==> src/rtl/seatbelt_reminder_ctrl.sv <==
// Seatbelt lamp and chime sequencer: synchronizes and debounces cabin switches,
// then runs a grace / chime / silent-blink schedule while a violation persists.
module seatbelt_reminder_ctrl #(
    parameter int DEBOUNCE_CYC  = 4,
    parameter int GRACE_CYC     = 16,
    parameter int CHIME_ON_CYC  = 4,
    parameter int CHIME_OFF_CYC = 4,
    parameter int CHIME_BURSTS  = 3,
    parameter int BLINK_CYC     = 8
) (
    input  logic       clk,
    input  logic       reset_n,
    input  logic       IGN,
    input  logic       DBI,
    input  logic       PBI,
    input  logic       P,
    output logic       SBL,
    output logic       CHIME,
    output logic [2:0] state_o
);

    function automatic int max2(input int a, input int b);
        return (a > b) ? a : b;
    endfunction

    localparam int MAXP = max2(max2(max2(DEBOUNCE_CYC, GRACE_CYC),
                                    max2(CHIME_ON_CYC, CHIME_OFF_CYC)),
                               max2(CHIME_BURSTS, BLINK_CYC));
    localparam int W = $clog2(MAXP + 1);

    localparam logic [W-1:0] D_LAST   = W'(DEBOUNCE_CYC - 1);
    localparam logic [W-1:0] G_LAST   = W'(GRACE_CYC - 1);
    localparam logic [W-1:0] ON_LAST  = W'(CHIME_ON_CYC - 1);
    localparam logic [W-1:0] OFF_LAST = W'(CHIME_OFF_CYC - 1);
    localparam logic [W-1:0] B_LAST   = W'(CHIME_BURSTS - 1);
    localparam logic [W-1:0] BL_LAST  = W'(BLINK_CYC - 1);

    typedef enum logic [2:0] {
        S_OFF     = 3'd0,
        S_MONITOR = 3'd1,
        S_GRACE   = 3'd2,
        S_CHIME   = 3'd3,
        S_SILENT  = 3'd4
    } state_t;

    state_t         state_q, state_d;
    logic [3:0]     sync1, sync2;
    logic           ign_s, dbi_s, pbi_s, p_s;
    logic           viol_raw, viol_db;
    logic [W-1:0]   db_cnt;
    logic [W-1:0]   cnt;
    logic [W-1:0]   burst_cnt;
    logic           half;

    always_ff @(posedge clk or negedge reset_n) begin
        if (!reset_n) begin
            sync1 <= '0;
            sync2 <= '0;
        end else begin
            sync1 <= {IGN, DBI, PBI, P};
            sync2 <= sync1;
        end
    end

    assign {ign_s, dbi_s, pbi_s, p_s} = sync2;
    assign viol_raw = ~dbi_s | (p_s & ~pbi_s);

    // viol_db flips only after DEBOUNCE_CYC consecutive disagreeing cycles
    always_ff @(posedge clk or negedge reset_n) begin
        if (!reset_n) begin
            viol_db <= 1'b0;
            db_cnt  <= '0;
        end else if (viol_raw == viol_db) begin
            db_cnt <= '0;
        end else if (db_cnt == D_LAST) begin
            viol_db <= viol_raw;
            db_cnt  <= '0;
        end else begin
            db_cnt <= db_cnt + 1'b1;
        end
    end

    always_ff @(posedge clk or negedge reset_n) begin
        if (!reset_n) state_q <= S_OFF;
        else          state_q <= state_d;
    end

    always_comb begin
        state_d = state_q;
        if (!ign_s) begin
            state_d = S_OFF;
        end else begin
            unique case (state_q)
                S_OFF:     state_d = S_MONITOR;
                S_MONITOR: if (viol_db) state_d = S_GRACE;
                S_GRACE: begin
                    if (!viol_db)           state_d = S_MONITOR;
                    else if (cnt == G_LAST) state_d = S_CHIME;
                end
                S_CHIME: begin
                    if (!viol_db)
                        state_d = S_MONITOR;
                    else if (half && cnt == OFF_LAST && burst_cnt == B_LAST)
                        state_d = S_SILENT;
                end
                S_SILENT:  if (!viol_db) state_d = S_MONITOR;
                default:   state_d = S_OFF;
            endcase
        end
    end

    // cnt times the current phase; half selects chime-off / blink-off phase
    always_ff @(posedge clk or negedge reset_n) begin
        if (!reset_n) begin
            cnt       <= '0;
            burst_cnt <= '0;
            half      <= 1'b0;
        end else if (state_d != state_q) begin
            cnt       <= '0;
            burst_cnt <= '0;
            half      <= 1'b0;
        end else begin
            unique case (state_q)
                S_GRACE: if (cnt != '1) cnt <= cnt + 1'b1;
                S_CHIME: begin
                    if (cnt == (half ? OFF_LAST : ON_LAST)) begin
                        cnt  <= '0;
                        half <= ~half;
                        if (half && burst_cnt != '1)
                            burst_cnt <= burst_cnt + 1'b1;
                    end else begin
                        cnt <= cnt + 1'b1;
                    end
                end
                S_SILENT: begin
                    if (cnt == BL_LAST) begin
                        cnt  <= '0;
                        half <= ~half;
                    end else begin
                        cnt <= cnt + 1'b1;
                    end
                end
                default: ;
            endcase
        end
    end

    always_comb begin
        SBL   = 1'b0;
        CHIME = 1'b0;
        unique case (state_q)
            S_GRACE:  SBL = 1'b1;
            S_CHIME: begin
                SBL   = 1'b1;
                CHIME = ~half;
            end
            S_SILENT: SBL = ~half;
            default:  ;
        endcase
    end

    assign state_o = state_q;

endmodule
==> config.mk <==
export PLATFORM = sky130hd
export DESIGN_NAME = seatbelt_reminder_ctrl
export DESIGN_NICKNAME = d
export VERILOG_FILES = /design/src/rtl/seatbelt_reminder_ctrl.sv
export SDC_FILE = /design/constraint.sdc
export NUM_CORES = 1
export LEC_CHECK = 0
export CORE_MARGIN = 2
export CORE_UTILIZATION = 55
export DETAILED_ROUTE_END_ITERATION = 12
export DONT_BUFFER_PORTS = 1
export PLACE_DENSITY = 0.79
export RECOVER_POWER = 50
export SYNTH_ARGS = -nofsm -noshare
export SYNTH_HDL_FRONTEND = slang
export SYNTH_SLANG_ARGS = --single-unit
==> constraint.sdc <==
create_clock -name clk -period 2 [get_ports clk]
set_input_delay 0.3 -clock clk [delete_from_list [all_inputs] [get_ports clk]]
set_output_delay 0.3 -clock clk [all_outputs]
set_load 0.01 [all_outputs]
* After elaboration in Yosys (flattened, before gate mapping)
Cells that the tools add are included.
** Storage, ports and cells
- Register bits after elaboration :: 28
- Bits of input ports :: 6
** Cells by class
- Add/sub/neg operators :: 3
- Equality and inequality tests :: 16
- Muxes and demuxes :: 25
- Bitwise gates (word level) :: 6
- Reduce and logical (&&, ||, !) cells :: 14
** Operator list (number)
- $mux 5 :: 10
- $mux 3 :: 7
- $add 5x1->5 const B :: 3
- $eq 5x2->1 const B :: 3
- $pmux 3 s5 :: 1
- $pmux 5 s3 :: 1
- $ne 5x5->1 const B :: 2
- $ne 3x3->1 const B :: 3
- $eq 3x2->1 const B :: 2
- $reduce_and 3->1 :: 2
- $reduce_bool 2->1 :: 3
- $eq 5x3->1 const B :: 1
- $eq 5x4->1 const B :: 1
- $mux 1 :: 4
- $not 1->1 :: 4
- $pmux 1 s2 :: 2
- $reduce_and 2->1 :: 2
- $reduce_bool 4->1 :: 1
- $eq 3x1->1 const B :: 1
- $eq 3x3->1 const B :: 1
- $logic_and 1x1->1 :: 3
- $logic_not 3->1 :: 1
- $ne 3x3->1 :: 1
- $reduce_bool 3->1 :: 1
- other kinds (4) :: 4

* Longest topological paths before layout
Gate-level depths: netlist of the first run.
- Word-level depth :: 10
- Mapped depth :: 8

* Worst setup path before layout of the first run
OpenSTA, ideal clock, no wires.
- Kind :: register -> register
- Start point :: register cnt[0]
- End point :: register cnt[3]
- Library setup time :: 0.087 ns
- Data arrival time :: 1.829 ns
- Required time :: 1.913 ns
- Slack :: 0.084 ns
- Stages on the path, launching flop included :: 8
- Buffers on the path :: 0
- Period minus slack after synthesis :: 1.916 ns
- Path through :: dfrtp_1 -> ha_1 -> and3_1 -> ha_1 -> nand2b_2 -> a22oi_2 -> or4_4 -> a211oi_2
** On the way
- Cells in the longest elaborated chain, start to end :: 10
** RTL lines
- from (decl) :: RTL line 51 : logic [W-1:0] cnt;
- from (signal assigned) :: RTL line 124 : S_GRACE: if (cnt != '1) cnt <= cnt + 1'b1;
- from (signal assigned) :: RTL line 132 : cnt <= cnt + 1'b1;
- from (signal assigned) :: RTL line 140 : cnt <= cnt + 1'b1;
- $eq 5x2->1 :: RTL line 103, 126
- $logic_and 1x1->1 (2 in a row) :: RTL line 103 : else if (half && cnt == OFF_LAST && burst_cnt == B_LAST)
- $mux 3 :: RTL line 103
- $mux 3 :: RTL line 101 : if (!viol_db)
- $pmux 3 s5 :: RTL line 93 : unique case (state_q)
- $mux 3 :: RTL line 90 : if (!ign_s) begin
- $ne 3x3->1 :: RTL line 118 : end else if (state_d != state_q) begin
- $ne 3x3->1 (no source line) / $reduce_bool 4->1 (equally long branches)
- $reduce_and 2->1 (no source line)
Several ways; a longest one is shown, not always the timed one. The select of a mux whose other input is x is not followed.
A chain may end at the register's enable or synchronous reset.

* Final worst setup path of the first run
- Start point :: register burst_cnt[1]
- End point :: register burst_cnt[1]
** On the way
- Cells in the longest elaborated chain, start to end :: 9
** RTL lines
- from (decl) :: RTL line 52 : logic [W-1:0] burst_cnt;
- from (signal assigned) :: RTL line 130 : burst_cnt <= burst_cnt + 1'b1;
- $eq 5x2->1 :: RTL line 103
- $logic_and 1x1->1 :: RTL line 103
- $mux 3 :: RTL line 103
- $mux 3 :: RTL line 101
- $pmux 3 s5 :: RTL line 93
- $mux 3 :: RTL line 90
- $ne 3x3->1 :: RTL line 118
- $reduce_bool 2->1 (no source line)
- $reduce_and 3->1 (no source line)
Several ways; a longest one is shown, not always the timed one. The select of a mux whose other input is x is not followed.

==> insert_results.sql, run 1 <==
INSERT INTO impl_metrics (metric_group, metric, value, unit) VALUES
('run_status', 'outcome', 'completed', ''),
('pwr', 'combPwrFrac', '0.306', ''),
('yosys', 'yosysWarningCount', '0', ''),
('timing', 'timing_max_transition_violations_final', '0', ''),
('die', 'core-area', '0.00252', 'mm2'),
('yosys', 'syn_area_per_cell', '10.6', 'um2'),
('worst_setup_path', 'cp_cell_sequence', 'ha_2, and3_4, ha_2, and4bb_2, nand3_2, or2_1, a211oi_2', ''),
('finish', 'finalInstanceArea', '0.00175', 'mm2'),
('drt', 'drc_errors', '0', ''),
('yosys', 'netlist.top_cell.by_area', 'sky130_fd_sc_hd__dfrtp_1', ''),
('finish', 'final_common_cell', 'sky130_fd_sc_hd__dfrtp_1', ''),
('worst_setup_path', 'r2r_setup_slk', '50', 'ps'),
('placement', 'placedInstanceArea', '0.00156', 'mm2'),
('drt', 'wl', '3130', 'um'),
('die', 'dieArea', '0.00314', 'mm2'),
('timing', 'finalHoldViolCount', '0', ''),
('worst_setup_path', 'critical_path.max_stage_delay', '430', 'ps'),
('finish', 'layout.cells.most_common_list', 'sky130_fd_sc_hd__dfrtp_1, sky130_fd_sc_hd__buf_4, sky130_fd_sc_hd__nand2_1, sky130_fd_sc_hd__inv_1, sky130_fd_sc_hd__nor3_1', ''),
('worst_setup_path', 'timing.critical_path.max_delay_family', 'simple AND/OR/NAND/NOR gates', ''),
('timing', 'finalSetupViolCount', '0', ''),
('yosys', 'synth_cells', '141', ''),
('clocking', 'cts-buffers-inserted', '3', ''),
('finish', 'fin_util', '0.694', ''),
('clocking', 'cts.path.max_buffers', '2', ''),
('worst_setup_path', 'crit_path_end_kind', 'flip-flop', ''),
('timing', 'final.period_utilization', '0.977', ''),
('worst_setup_path', 'critPathLaunchType', 'flip-flop', ''),
('worst_setup_path', 'worst_r2r_endpoint', 'burst_cnt[1]', ''),
('timing', 'setup_total_negative_slack', '0', 'ps'),
('finish', 'layout-drive-gt1-share', '0.248', ''),
('worst_setup_path', 'crit-reg2reg-launch', 'burst_cnt[1]', ''),
('min_path', 'worst_hold_startpoint', 'sync1[1]', ''),
('timing', 'timing.slew.headroom', '0.175', ''),
('min_path', 'min_path_cells', '0', ''),
('pwr', 'power_density', '787', 'mW/mm2'),
('pwr', 'vdd_ir_drop_max', '788', 'uV'),
('drt', 'vias', '1143', ''),
('timing', 'fin_worst_skew', '5.90', 'ps'),
('yosys', 'synth_seq_cells', '28', ''),
('drt', 'drt_iter0_markers', '24', ''),
('yosys', 'synthDominantCellAreaShare', '0.471', ''),
('clocking', 'cts_max_level', '1', ''),
('timing', 'fmaxAchievable', '0.512', 'GHz'),
('finish', 'insertedDiodeCount', '0', ''),
('global_routing', 'grt_max_degree', '29', ''),
('worst_setup_path', 'worst_path_max_delay_cell', 'sky130_fd_sc_hd__dfrtp_1', ''),
('min_path', 'tightest_hold_check_type', 'flip-flop to flip-flop', ''),
('timing', 'hold_ws', '369', 'ps'),
('pwr', 'power.clock.fraction', '0.194', ''),
('global_routing', 'antenna_violations_before_repair', '0', ''),
('pwr', 'power_leakage', '0.755', 'nW'),
('finish', 'num-fill-cells', '190', ''),
('worst_setup_path', 'worst_reg2reg_path_length_in_cells', '7', ''),
('placement', 'io_buffers', '0', ''),
('worst_setup_path', 'worst-path-max-fanout', '3', ''),
('die', 'die-width', '56.0', 'um'),
('global_routing', 'grt_first_pass_wirelength', '5300', 'um'),
('worst_setup_path', 'critical_path_buf_inv_count', '0', ''),
('drt', 'detail_route.vias_per_cell', '5.98', ''),
('pwr', 'swShare', '0.330', ''),
('flow_run', 'drv_cap', '0', ''),
('yosys', 'ys_top_cells_by_area', 'sky130_fd_sc_hd__dfrtp_1, sky130_fd_sc_hd__ha_1, sky130_fd_sc_hd__xor2_1', ''),
('drt', 'drt-wirelength-per-cell', '16.4', 'um'),
('die', 'core.rowCount', '18', ''),
('yosys', 'mappedNetlistArea', '0.00149', 'mm2'),
('clocking', 'clkTransAtPathRegs', '150', 'ps'),
('pwr', 'pwr-share-seq', '0.499', ''),
('die', 'die_y', '56.0', 'um'),
('die', 'initial_utilization', '0.590', ''),
('finish', 'area.sequential', '702', 'um2'),
('clocking', 'clock_tree_root_driver_cell', 'sky130_fd_sc_hd__clkbuf_4', '');
## Yosys cell counts
library cell and count:
sky130_fd_sc_hd__a22o_1 1, sky130_fd_sc_hd__a21oi_1 5, sky130_fd_sc_hd__a211oi_1 5, sky130_fd_sc_hd__a221oi_1 1, sky130_fd_sc_hd__o21ba_2 1, sky130_fd_sc_hd__xnor2_1 3, sky130_fd_sc_hd__or2_0 1, sky130_fd_sc_hd__buf_2 2
sky130_fd_sc_hd__nand4_1 3, sky130_fd_sc_hd__dfrtp_1 28, sky130_fd_sc_hd__nor2_1 6, sky130_fd_sc_hd__nand3_1 7, sky130_fd_sc_hd__a22oi_2 1, sky130_fd_sc_hd__mux2i_1 1, sky130_fd_sc_hd__o21ai_1 1, sky130_fd_sc_hd__xor2_1 5
sky130_fd_sc_hd__o31ai_1 1, sky130_fd_sc_hd__nor2_2 1, sky130_fd_sc_hd__a211oi_2 2, sky130_fd_sc_hd__ha_1 7, sky130_fd_sc_hd__a31oi_1 1, sky130_fd_sc_hd__nor4b_1 2, sky130_fd_sc_hd__nor3b_1 1, sky130_fd_sc_hd__and3b_1 1
sky130_fd_sc_hd__o21a_1 1, sky130_fd_sc_hd__buf_4 1, sky130_fd_sc_hd__inv_1 7, sky130_fd_sc_hd__and4bb_1 2, sky130_fd_sc_hd__nor3b_2 1, sky130_fd_sc_hd__or3_1 1, sky130_fd_sc_hd__and3_1 5, sky130_fd_sc_hd__nor3_1 7
sky130_fd_sc_hd__o21ai_0 4, sky130_fd_sc_hd__nand3b_1 3, sky130_fd_sc_hd__mux2_2 1, sky130_fd_sc_hd__nand2b_2 1, sky130_fd_sc_hd__or4_4 1, sky130_fd_sc_hd__buf_6 2, sky130_fd_sc_hd__nand2b_1 3, sky130_fd_sc_hd__o211a_1 1
sky130_fd_sc_hd__nor4bb_1 1, sky130_fd_sc_hd__nand2_1 8, sky130_fd_sc_hd__nor2b_1 4
## metal layers
layer,global-route usage,vias to the layer above,part of all wire
li1,-,554,-
met1,0.251,566,0.43
met2,0.383,17,0.54
met3,0.0326,6,0.014
met4,0.0850,0,0.018
met5,0,-,0
## worst reg2reg max path: stages, from the launching register on
cell and delay [ps]:
sky130_fd_sc_hd__dfrtp_1 430, sky130_fd_sc_hd__ha_2 210, sky130_fd_sc_hd__and3_4 180, sky130_fd_sc_hd__ha_2 160, sky130_fd_sc_hd__and4bb_2 330, sky130_fd_sc_hd__nand3_2 90
sky130_fd_sc_hd__or2_1 260, sky130_fd_sc_hd__a211oi_2 230
## registers in the layout (all words and copies together) (netlist names)
name / count
state_o: 3
sync1: 4
cnt: 5
viol_db: 1
burst_cnt: 5
db_cnt: 5
half: 1
sync2: 4
## per-stage QoR
stage                     std cells  total power [mW]
after floorplan                 141             0.979
after global placement          176              1.06
after detailed placement        176              1.08
after CTS                       189              1.37
after global routing            191              1.47
final                           191              1.38
## repair_timing
action	CTS	global route
cloned	0	0
hold endpoints to repair	32	0
setup endpoints to repair	1	13
pin swaps	1	6
setup buffers	3	2
hold buffers	6	0
resized for setup	1	15
## power by group through the flow
stage / logic (mW) / registers (mW) / clock network (mW)
floorplan: 0.295 / 0.683 / 0
global placement: 0.368 / 0.694 / 0
detailed placement: 0.381 / 0.699 / 0
CTS: 0.405 / 0.688 / 0.278
global route: 0.466 / 0.700 / 0.302
finish: 0.422 / 0.688 / 0.268
## how the worst max path moves through the flow
stage	startpoint	end	depth (start not counted)
after floorplan	cnt[0]	cnt[3]	7
after global placement	burst_cnt[0]	burst_cnt[1]	7
after detailed placement	burst_cnt[1]	burst_cnt[1]	7
after CTS	cnt[0]	cnt[3]	7
after global routing	burst_cnt[1]	burst_cnt[1]	7
final	burst_cnt[1]	burst_cnt[1]	7
## cell families (layout without fill, tap and decap cells)
| group | count (synthesis) | in the layout | share of synthesized area |
|---|---|---|---|
| xor gates and xnor gates | 8 | 8 | 0.0471 |
| buffers and inverters | 12 | 32 | 0.0445 |
| AOI/OAI and AO/OA | 25 | 25 | 0.124 |
| and+or+nand+nor | 59 | 59 | 0.241 |
| DFF | 28 | 28 | 0.471 |
| muxes | 2 | 2 | 0.0143 |
| adders and majority gates | 7 | 7 | 0.0588 |
## layout make-up
cell class / count / area share
sequential: 28 / 0.401
inverter: 7 / 0.0150
tap: 30 / 0.0214
timing repair buffer: 21 / 0.100
clock buffer: 4 / 0.0207
multi-input combinational: 101 / 0.442
Note: power is estimated with default switching activity, not from simulation.
==> run 2: changes to the inputs <==
--- a/config.mk
+++ b/config.mk
@@ -6,6 +6,8 @@
 export NUM_CORES = 1
 export LEC_CHECK = 0
+export CAP_MARGIN = 30
 export CORE_MARGIN = 2
 export CORE_UTILIZATION = 55
+export CTS_CLUSTER_DIAMETER = 150
 export DETAILED_ROUTE_END_ITERATION = 12
 export DONT_BUFFER_PORTS = 1
==> constraint.sdc (replaced) <==
create_clock -name clk -period 2 [get_ports clk]
set_input_delay 0.4 -clock clk [delete_from_list [all_inputs] [get_ports clk]]
set_output_delay 0.4 -clock clk [all_outputs]
set_load 0.01 [all_outputs]
==> run 2 against run 1 <==
First-iteration DRC count up 8.3%. Sequential cell count stayed put. Sequential share of layout area rose by 0.30 points. Maximum frequency increased by 0.39%. Combinational power is 2% higher. Clock power up 37%. Clock skew decreased by 4.4 ps. Setup slack better by 7.7 ps. Die area did not move. Sequential power decreased by 1%. Register-to-register slack hardly changed. Critical path type unchanged.
==> insert_results.sql, run 2 (synthesis gave the netlist of run 1 again) <==
INSERT INTO impl_metrics (metric_group, metric, value, unit) VALUES
('run_status', 'outcome', 'completed', ''),
('worst_setup_path', 'worst-endpoint-arrival', '2210', 'ps'),
('timing', 'timing.slew.headroom', '0.170', ''),
('clocking', 'cts_max_level', '1', ''),
('global_routing', 'grt_max_degree', '29', ''),
('finish', 'layout.cells.most_common_list', 'sky130_fd_sc_hd__dfrtp_1, sky130_fd_sc_hd__buf_4, sky130_fd_sc_hd__nand2_1, sky130_fd_sc_hd__inv_1, sky130_fd_sc_hd__nor3_1', ''),
('finish', 'largestRegisters', 'burst_cnt x5, cnt x5, db_cnt x5', ''),
('global_routing', 'grt_total_ovfl', '0', ''),
('timing', 'rsz0062_at_grt', 'true', ''),
('global_routing', 'first_global_vias', '1123', ''),
('timing', 'final.period_utilization', '0.973', ''),
('die', 'core.rowCount', '18', ''),
('worst_setup_path', 'critPathLaunchType', 'flip-flop', ''),
('clocking', 'clock_tree_root_driver_cell', 'sky130_fd_sc_hd__clkbuf_4', ''),
('drt', 'drc_errors', '0', ''),
('drt', 'drt-pass1-iter-count', '4', ''),
('pwr', 'power_density', '851', 'mW/mm2'),
('clocking', 'clkTransAtPathRegs', '140', 'ps'),
('clocking', 'cts_tree', 'done', ''),
('clocking', 'insertion_delay', '330', 'ps'),
('die', 'die-width', '56.0', 'um'),
('drt', 'wl', '3070', 'um'),
('drt', 'drt_iter0_markers', '26', ''),
('placement', 'gpl.final_weighted_congestion', '0.833', ''),
('timing', 'timing_max_transition_violations_final', '0', ''),
('pwr', 'intPower', '1.01', 'mW'),
('pwr', 'net-switching-power', '464', 'uW'),
('pwr', 'combPwrFrac', '0.291', ''),
('drt', 'drt-wirelength-per-cell', '16.3', 'um'),
('worst_setup_path', 'cp_cell_sequence', 'ha_2, and3_1, ha_1, and4bb_2, nand3_4, or2_1, a211oi_2', ''),
('pwr', 'power_leakage', '0.758', 'nW'),
('timing', 'setup_total_negative_slack', '0', 'ps'),
('flow_run', 'drv_cap', '0', ''),
('timing', 'post-route-min-period', '1950', 'ps'),
('timing', 'finalSetupViolCount', '0', ''),
('die', 'dieArea', '0.00314', 'mm2'),
('timing', 'fin_worst_skew', '1.47', 'ps'),
('worst_setup_path', 'crit-reg2reg-launch', 'burst_cnt[1]', ''),
('drt', 'drt.antenna.violating_nets', '0', ''),
('worst_setup_path', 'timing.critical_path.required', '2260', 'ps'),
('worst_setup_path', 'critical_path.max_stage_delay', '440', 'ps'),
('pwr', 'power.clock.fraction', '0.249', ''),
('worst_setup_path', 'critical_path_buf_inv_count', '0', ''),
('global_routing', 'antenna_violations_before_repair', '0', ''),
('worst_setup_path', 'critical_path.startpoint', 'burst_cnt[1]', ''),
('min_path', 'tightest_hold_check_type', 'primary input to flip-flop', ''),
('finish', 'areaGrowthSynthToFinish', '16.6', '%'),
('finish', 'final_common_cell', 'sky130_fd_sc_hd__dfrtp_1', ''),
('worst_setup_path', 'worstSetupPathType', 'flip-flop to flip-flop', ''),
('worst_setup_path', 'crit_path_end_kind', 'flip-flop', ''),
('drt', 'vias', '1148', ''),
('pwr', 'swShare', '0.314', ''),
('timing', 'fmaxAchievable', '0.514', 'GHz'),
('worst_setup_path', 'r2r_setup_slk', '50', 'ps'),
('timing', 'hold_ws', '79.1', 'ps'),
('die', 'initial_utilization', '0.590', ''),
('placement', 'io_buffers', '0', ''),
('die', 'ioPinCount', '11', ''),
('die', 'die_y', '56.0', 'um'),
('worst_setup_path', 'worst_path_max_delay_cell', 'sky130_fd_sc_hd__dfrtp_1', ''),
('clocking', 'cts-buffers-inserted', '3', ''),
('clocking', 'numClockSinks', '28', ''),
('drt', 'detail_route.vias_per_cell', '6.11', ''),
('pwr', 'pwr-share-seq', '0.461', ''),
('worst_setup_path', 'worst-path-max-fanout', '4', ''),
('global_routing', 'grt_first_pass_wirelength', '5200', 'um'),
('finish', 'insertedDiodeCount', '0', ''),
('min_path', 'worst_hold_startpoint', 'PBI', ''),
('global_routing', 'groute.usage.overall', '0.210', ''),
('clocking', 'cts.path.max_buffers', '2', ''),
('placement', 'dp_hpwl', '2030', 'um'),
('finish', 'layout-drive-gt1-share', '0.259', ''),
('finish', 'nNetsFinal', '172', ''),
('timing', 'worstMarginPinSlew', '1240', 'ps'),
('die', 'core-area', '0.00252', 'mm2'),
('timing', 'finalHoldViolCount', '0', ''),
('pwr', 'vdd_ir_drop_max', '832', 'uV'),
('worst_setup_path', 'timing.critical_path.max_delay_family', 'simple AND/OR/NAND/NOR gates', '');
-- run 2: cell type report --
cell class / count / area, um2
fillers: 197 / 787
clock buffers: 3 / 22.5
repair buffers: 18 / 143
multi-input cells: 101 / 776
clock inverters: 1 / 30.0
inverters: 7 / 26.3
flip-flops and latches: 28 / 701
well taps: 30 / 37.5
-- run 2: path summary, 6_finish.rpt --
kind                       cells past startpoint           end
setup reg to reg                               7  burst_cnt[1]
hold reg to reg                                0      sync2[3]
hold / removal                                 0      sync1[1]
max in group asynchronous                      2          half
setup / recovery                               7  burst_cnt[1]
min in group asynchronous                      2  burst_cnt[1]
-- run 2: power by group through the flow --
stage | Sequential [mW] | Combinational (mW) | Clock [mW]
2_1_floorplan | 0.683 | 0.295 | 0
3_3_place_gp | 0.687 | 0.361 | 0
3_5_place_dp | 0.691 | 0.378 | 0
4_1_cts | 0.681 | 0.401 | 0.378
5_1_grt | 0.694 | 0.476 | 0.391
6_report | 0.680 | 0.429 | 0.367
-- run 2: through the flow --
stage / total power [mW] / instance area [um2] / util / instances / setup slack (ps)
floorplan: 0.979 / 1490 / - / 141 / 84.0
global placement: 1.05 / 1570 / 0.622 / 177 / 59.6
detailed placement: 1.07 / 1570 / 0.622 / 177 / 14.1
CTS: 1.46 / 1660 / 0.657 / 183 / 5.29
global route: 1.56 / 1740 / 0.688 / 188 / -26.0
finish: 1.48 / 1740 / 0.688 / 188 / 53.5
-- run 2: routing by layer --
metal | up-vias | global-route usage | part of all wire
met2 | 25 | 0.366 | 0.53
met4 | 0 | 0.0714 | 0.021
met3 | 9 | 0.0279 | 0.025
met5 | - | 0 | 0
li1 | 538 | - | -
met1 | 576 | 0.266 | 0.42
-- run 2: timing repair --
action	4_1_cts	5_1_grt
pin swaps	0	6
hold endpoints to repair	28	0
setup buffers	0	5
hold buffers	2	0
endpoints found under the setup margin	1	11
resized for setup	1	14
gates cloned	0	0
